## src/rtl/score_pkg.sv

```systemverilog
// rtl/score_pkg.sv - shared FSM encoding and BCD constants for the score accumulator
package score_pkg;

  typedef enum logic [1:0] {
    IDLE   = 2'd0,
    ADD    = 2'd1,
    UPDATE = 2'd2
  } state_t;

  localparam int BCD_W = 4;
  localparam logic [BCD_W-1:0] BCD_NINE = 4'h9;

endpackage

```

## src/rtl/bcd_digit_add.sv

```systemverilog
// rtl/bcd_digit_add.sv - single-digit BCD adder with carry in/out
module bcd_digit_add
  import score_pkg::*;
(
  input  logic [BCD_W-1:0] a,
  input  logic [BCD_W-1:0] b,
  input  logic             ci,
  output logic [BCD_W-1:0] s,
  output logic             co
);

  logic [BCD_W:0] raw;
  logic [BCD_W:0] adj;

  // Binary sum above 9 is corrected by +6 to wrap into the next decade.
  always_comb begin
    raw = {1'b0, a} + {1'b0, b} + {{BCD_W{1'b0}}, ci};
    co  = (raw > 5'd9);
    adj = co ? (raw + 5'd6) : raw;
    s   = adj[BCD_W-1:0];
  end

endmodule

```

## src/rtl/score_accumulator.sv

```systemverilog
// rtl/score_accumulator.sv - BCD score accumulator with combo multiplier and high score
module score_accumulator
  import score_pkg::*;
#(
  parameter int DIGITS     = 4,
  parameter int COMBO_W    = 4,
  parameter int COMBO_STEP = 4,
  parameter int MAX_MULT   = 4
) (
  input  logic                    C,
  input  logic                    INIT_N,
  input  logic                    CLR,
  input  logic                    HIT,
  input  logic                    MISS,
  input  logic [3:0]              PTS,
  output logic [BCD_W*DIGITS-1:0] SCORE,
  output logic [BCD_W*DIGITS-1:0] HIGH,
  output logic [COMBO_W-1:0]      COMBO,
  output logic [2:0]              MULT,
  output logic                    BUSY,
  output logic                    DROP,
  output logic                    OVF
);

  localparam int SW = BCD_W * DIGITS;

  state_t            state, state_nxt;
  logic [BCD_W-1:0]  pts_q;
  logic [2:0]        rpt_q;
  logic [SW-1:0]     sum;
  logic [DIGITS:0]   carry;
  logic [31:0]       mult_raw;
  logic              accept;

  assign mult_raw = 32'(COMBO) / 32'(COMBO_STEP) + 32'd1;
  assign MULT     = (mult_raw >= 32'(MAX_MULT)) ? 3'(MAX_MULT) : mult_raw[2:0];
  assign BUSY     = (state != IDLE);
  assign accept   = HIT && !MISS && !CLR && (state == IDLE);

  // Points enter at the least significant digit; upper digits only ripple carries.
  assign carry[0] = 1'b0;
  for (genvar i = 0; i < DIGITS; i++) begin : g_digit
    bcd_digit_add u_digit (
      .a  (SCORE[i*BCD_W +: BCD_W]),
      .b  ((i == 0) ? pts_q : {BCD_W{1'b0}}),
      .ci (carry[i]),
      .s  (sum[i*BCD_W +: BCD_W]),
      .co (carry[i+1])
    );
  end

  always_ff @(posedge C or negedge INIT_N) begin
    if (!INIT_N) state <= IDLE;
    else         state <= state_nxt;
  end

  always_comb begin
    state_nxt = state;
    case (state)
      IDLE:    if (accept) state_nxt = ADD;
      ADD:     if (rpt_q <= 3'd1) state_nxt = UPDATE;
      UPDATE:  state_nxt = IDLE;
      default: state_nxt = IDLE;
    endcase
    if (CLR) state_nxt = IDLE;
  end

  always_ff @(posedge C or negedge INIT_N) begin
    if (!INIT_N) begin
      SCORE <= '0;
      HIGH  <= '0;
      COMBO <= '0;
      OVF   <= 1'b0;
      DROP  <= 1'b0;
      pts_q <= '0;
      rpt_q <= '0;
    end else if (CLR) begin
      SCORE <= '0;
      COMBO <= '0;
      OVF   <= 1'b0;
      DROP  <= 1'b0;
    end else begin
      DROP <= HIT && BUSY;
      if (MISS)                        COMBO <= '0;
      else if (accept && COMBO != '1)  COMBO <= COMBO + COMBO_W'(1);
      if (accept) begin
        pts_q <= (PTS > 4'd9) ? BCD_NINE : PTS;
        rpt_q <= MULT;
      end
      if (state == ADD) begin
        rpt_q <= rpt_q - 3'd1;
        // Saturation is sticky: an all-9s score plus any nonzero points carries out again.
        if (carry[DIGITS]) begin
          SCORE <= {DIGITS{BCD_NINE}};
          OVF   <= 1'b1;
        end else begin
          SCORE <= sum;
        end
      end
      if (state == UPDATE && SCORE > HIGH) HIGH <= SCORE;
    end
  end

endmodule

```

## config.mk

```make
export PLATFORM = sky130hd
export DESIGN_NAME = score_accumulator
export DESIGN_NICKNAME = d
export VERILOG_FILES = /design/src/rtl/score_pkg.sv /design/src/rtl/bcd_digit_add.sv /design/src/rtl/score_accumulator.sv
export SDC_FILE = /design/constraint.sdc
export NUM_CORES = 1
export LEC_CHECK = 0
export CORE_MARGIN = 10
export CORE_UTILIZATION = 58
export DETAILED_ROUTE_END_ITERATION = 16
export PLACE_DENSITY_LB_ADDON = 0.05
export SLEW_MARGIN = 20
export SYNTH_ARGS = -nofsm -noshare
export SYNTH_HDL_FRONTEND = slang
export SYNTH_SLANG_ARGS = --single-unit
```

## constraint.sdc

```tcl
create_clock -name C -period 7.6 [get_ports C]
set_input_delay 1.52 -clock C [delete_from_list [all_inputs] [get_ports C]]
set_output_delay 1.52 -clock C [all_outputs]
set_load 0.01 [all_outputs]
```

After elaboration in Yosys (flattened, before gate mapping) --
Index checks and enable logic that the tools add are counted.
Operators by class: add/subtract/negate cells 10, multipliers 0, divide/modulo/power cells 0, magnitude comparators 8, eq/ne operators 5, shift-type cells 0, muxes and demuxes 21, bitwise gates (word level) 1, reduce and logical (&&, ||, !) cells 19
Operators with widths (count):
- $mux W16 | 3
- $mux W4 | 7
- $gt A5 B4 Y1 const B | 4
- $gt A16 B16 Y1 | 1
- $add A4 B1 Y5 | 3
- $add A4 B3 Y4 const B | 3
- $reduce_and A2 Y1 | 5
- $mux W3 | 3
- $reduce_bool A2 Y1 | 4
- $logic_and A1 B1 Y1 | 6
- $mux W2 | 3
- $ne A3 B3 Y1 const B | 2
- $add A4 B4 Y5 | 1
- $add A4 B1 Y4 const B | 1
- $gt A4 B4 Y1 const B | 1
- $mux W1 | 4
- $ne A4 B4 Y1 const B | 1
- $pmux W2 S2 | 1
- $add A2 B1 Y3 const B | 1
- $ge A3 B3 Y1 const B | 1
- $le A3 B1 Y1 const B | 1
- $reduce_bool A3 Y1 | 1
- $sub A3 B1 Y3 const B | 1
- $eq A2 B1 Y1 const B | 1
- 4 further kinds | 5
Storage, ports and cells: flip-flop bits (word level) 47, latch bits 0, bits in writable memories 0, ROM bits 0, bits of input ports 9, output and inout bits 42, logic and storage cells 72, memories 0

Depth between registers and ports, before layout --
word-level depth 11, gate-level depth with buffers 25, gate-level depth less buffers 24

Cells and area by module --
From an unflattened synthesis, not the netlist that was laid out.
Second synthesis, totals: cells, all modules 382, area, all modules 3569.7 um2
By module, submodules not included:
- score_accumulator | instances 1, cells an instance 294, area an instance 2723.9 um2
- bcd_digit_add | instances 4, cells an instance 22, area an instance 211.5 um2

Least setup slack after synthesis --
Ideal clock, no wire load.
path type register to register, start point register SCORE[0], end point register SCORE[10], arrival time 4.972 ns, data required time 7.531 ns, slack 2.559 ns, cell stages (with the launch flop) 24, buffers on the path 0, cell sequence dfrtp_1 -> ha_1 -> inv_1 -> fa_1 -> xor2_1 -> and2_1 -> o21ai_0 -> ha_1 -> ha_1 -> inv_1 -> a21oi_1 -> o211a_1 -> ha_1 -> ha_1 -> inv_1 -> a211o_1 -> a21oi_1 -> ha_1 -> ha_1 -> nand2b_1 -> a21oi_1 -> a21oi_2 -> nor2_1 -> a32o_1
Between the ends: word-level cells in the longest chain between the ends 11, elaborated cells between the ends (all ways) 13, those cells by class add/sub: 5; order compare: 4; mux: 4
RTL lines:
- from (decl) | RTL line score_accumulator.sv:16 | output logic [BCD_W*DIGITS-1:0] SCORE,
- from (signal assigned) | RTL line score_accumulator.sv:94 | SCORE <= {DIGITS{BCD_NINE}};
- from (signal assigned) | RTL line score_accumulator.sv:97 | SCORE <= sum;
- $add A4 B4 Y5 (*) | RTL line bcd_digit_add.sv:17 | raw = {1'b0, a} + {1'b0, b} + {{BCD_W{1'b0}}, ci};
- $gt A5 B4 Y1 (*) | RTL line bcd_digit_add.sv:18 | co = (raw > 5'd9);
- $add A4 B1 Y5 (*) | RTL line bcd_digit_add.sv:17
- $gt A5 B4 Y1 (*) | RTL line bcd_digit_add.sv:18
- $add A4 B1 Y5 (*) | RTL line bcd_digit_add.sv:17
- $gt A5 B4 Y1 | RTL line bcd_digit_add.sv:18
- $add A4 B1 Y5 | RTL line bcd_digit_add.sv:17
- $gt A5 B4 Y1 | RTL line bcd_digit_add.sv:18
- $mux W16 (*) | RTL line score_accumulator.sv:93 | if (carry[DIGITS]) begin
- $mux W16 (*) | RTL line score_accumulator.sv:90 | if (state == ADD) begin
- $mux W16 (*) | RTL line score_accumulator.sv:77 | end else if (CLR) begin
Every way passes the cells marked *; elsewhere a longest branch is shown, timed or not. The select of a mux whose other input is x is not followed. A chain may end at the register's enable or synchronous reset.

Final worst setup path --
Same ends and word-level chain as after synthesis.

==> run metrics <==
Final ANT Viol Nets 0; Seq/Total Area, Yosys 38.1%; RSZ-0062 raised after global routing false; GR Util met2 28.6%; Ports 51; max_slew headroom 41.0%; drt total wl 7320 um; via-per-instance ratio 5.83; Comb power frac 29.4%; crit path kind reg2reg; asr flop ratio synth 100%; maxcap violations 0; Achievable Freq 176 MHz; Final Hold Fails 0; Final period util 74.9%; Netlist cell types 52; HPWL after DPL 5550 um; met3 Track Usage GR 4.00%; DRT Pass-1 Iters 4; clock sinks 47; Setup WS pre-CTS 1.98 ns; syn avg cell area 9.81 um2; Worst EP required 7.84 ns; total setup buffers inserted after CTS 0; Final GP Congestion 0.939; IO buf count 50; NetSw 0.000204 W; crit path max fanout 10; CP startpoint kind register; Net Sw Frac 32.6%; clk_lat worst skew 0.30 ns; post-cts hold buffer count 0; layout cells sized above 1 8.29%; WHS 0.502 ns; Die Wd 93.0 um; CTS Buf Count 5; YS warnings 0; root buffer cell clkbuf_8; initial antenna violation count 0; largest net degree at the start of global routing 48; Longest Clk Path Bufs 2; initial DRC count 161; Max Slew Vio Count 0; met1 global-route usage 22.2%; CP Capture Type register; synthesized netlist net count 359; Setup violations, final 0; DRC viols 0; fin cells 432; setup ws final 1.91 ns; fin nets 405; VDD IR max 0.000137 V; Inst Count DP 424; vias in the first global route 2517; Setup Skew 0.00406 ns; minimum clock period 5.69 ns; Synth-to-Final Area Change 20.0%; CTS tree built; Post-synth EDFFs 0; ys flop type dfrtp_1; diode count 0; Seq pwr share 46.8%; area share of the largest cell type after synthesis 38.1%; Die Area 8650 um2; Placement Rows 26; wire per inst 16.9 um; first-pass GRT wire length 12500 um; Cells after Synth 315; status completed; pin slew with the least headroom to its limit 0.883 ns; Hold Crit Class reg2reg; post_cts resized 0; core area 5140 um2; cell internal pwr 0.000420 W; Synth area leaders dfrtp_1 (38%), ha_1 (14%), mux2_4 (4.4%); power per cell area 168 nW/um2; area leader, netlist dfrtp_1; Synth Cell Area 3090 um2; leakage power 1.67 nW; GR peak layer met2; gr ovfl total 0; number of synthesized register bits 47; initial core utilization 60.1%; Total GRT Usage 17.5%; setup TNS 0 ns; Worst-path clk slew 0.09 ns; clock share of power 23.8%; Die Ht 93.0 um; Arr. time, crit path 5.93 ns; H-tree depth 2; via count 2520
-- cell families after synthesis --
family                     share of synthesized area, %
and+or+nand+nor                                    14.7
AOI/OAI and AO/OA                                  17.7
DFF                                                38.1
buffers and inverters                              5.22
adders and majority gates                          14.4
muxes                                              7.61
xor gates and xnor gates                           2.27
-- placed cells by master (no fill, tap or decap), drive strengths merged, types with 6 or more instances in the layout --
| cell type | count |
|---|---|
| dfrtp | 47 |
| inv | 30 |
| nand4 | 6 |
| nand2b | 7 |
| nor2 | 26 |
| ha | 34 |
| nand2 | 14 |
| a22o | 6 |
| clkbuf | 7 |
| a21oi | 15 |
| nor3 | 12 |
| clkdlybuf4s50 | 49 |
| nand3 | 6 |
| mux2 | 17 |
| o21ai | 21 |
-- cells in the mapped netlist, types with 6 or more instances --
cell       n
inv_1     30
nand3_1    6
clkbuf_1  10
nand2_1   14
mux2_4     9
dfrtp_1   47
nor3_1    12
nor2_1    26
o21ai_0   21
a21oi_1   14
ha_1      34
nand2b_1   7
a22o_1     6
mux2_2     8
nand4_1    6
-- registers in the layout, summed over array words and instances (netlist names) --
| register | cells |
|---|---|
| pts_q | 4 |
| HIGH | 16 |
| OVF | 1 |
| rpt_q | 3 |
| SCORE | 16 |
| DROP | 1 |
| COMBO | 4 |
| state | 2 |
-- critical path: stages (launching register included) --
cell and delay, ns:
dfrtp_1 0.40, ha_1 0.18, inv_1 0.05, fa_1 0.40, xor2_1 0.28, and2_1 0.25
o21ai_0 0.15, ha_1 0.27, ha_1 0.34, inv_1 0.18, a21oi_1 0.09, o211a_1 0.24
ha_1 0.23, ha_1 0.34, inv_1 0.13, a211o_1 0.31, a21oi_1 0.21, ha_1 0.24
ha_1 0.26, nand2b_1 0.15, a21oi_1 0.18, a21oi_2 0.12, nor2_1 0.38, a32o_1 0.24
-- through the flow --
step	total power (W)	area (um2)	utilization (%)
after floorplan	0.000417	3090	-
after detailed placement	0.000481	3620	70.5
after global routing	0.000666	3710	72.1
final	0.000624	3710	72.1
after global placement	0.000476	3620	70.5
after CTS	0.000628	3700	72.1
-- power by group through the flow --
stage	combinational (W)	clock [W]	sequential, W
2_1_floorplan	0.000121	0	0.000296
3_3_place_gp	0.000180	0	0.000296
3_5_place_dp	0.000184	0	0.000297
4_1_cts	0.000184	0.000151	0.000292
5_1_grt	0.000210	0.000160	0.000296
6_report	0.000183	0.000148	0.000292
-- final timing paths --
path | slack [ns] | end | startpoint | cells after the start
hold reg to reg | 0.50 | pts_q[2]$_DFFE_PN0P_ | pts_q[2]$_DFFE_PN0P_ | 2
setup reg to reg | 1.91 | SCORE[10]$_DFFE_PN0P_ | SCORE[0]$_DFFE_PN0P_ | 23
max in group asynchronous | 5.96 | HIGH[7]$_DFFE_PN0P_ | INIT_N | 1
min in group asynchronous | 1.22 | HIGH[6]$_DFFE_PN0P_ | INIT_N | 1
hold / removal | 0.50 | pts_q[2]$_DFFE_PN0P_ | pts_q[2]$_DFFE_PN0P_ | 2
setup / recovery | 1.91 | SCORE[10]$_DFFE_PN0P_ | SCORE[0]$_DFFE_PN0P_ | 23
-- area by class of cell --
type / count / area (um2)
Fill cell: 431 / 1430
Tap cell: 70 / 87.6
Clock buffer: 7 / 76.3
Inverter: 30 / 113
Clock inverter: 1 / 5.00
Timing Repair Buffer: 50 / 498
Multi-Input combinational cell: 227 / 1750
Sequential cell: 47 / 1180
-- per-layer routing --
metal,share of wire (%),up-vias
li1,-,1221
met1,46,1223
met2,47,64
met3,5.1,12
met4,1.8,0
met5,0,-
Power figures use the tool's default switching activity.
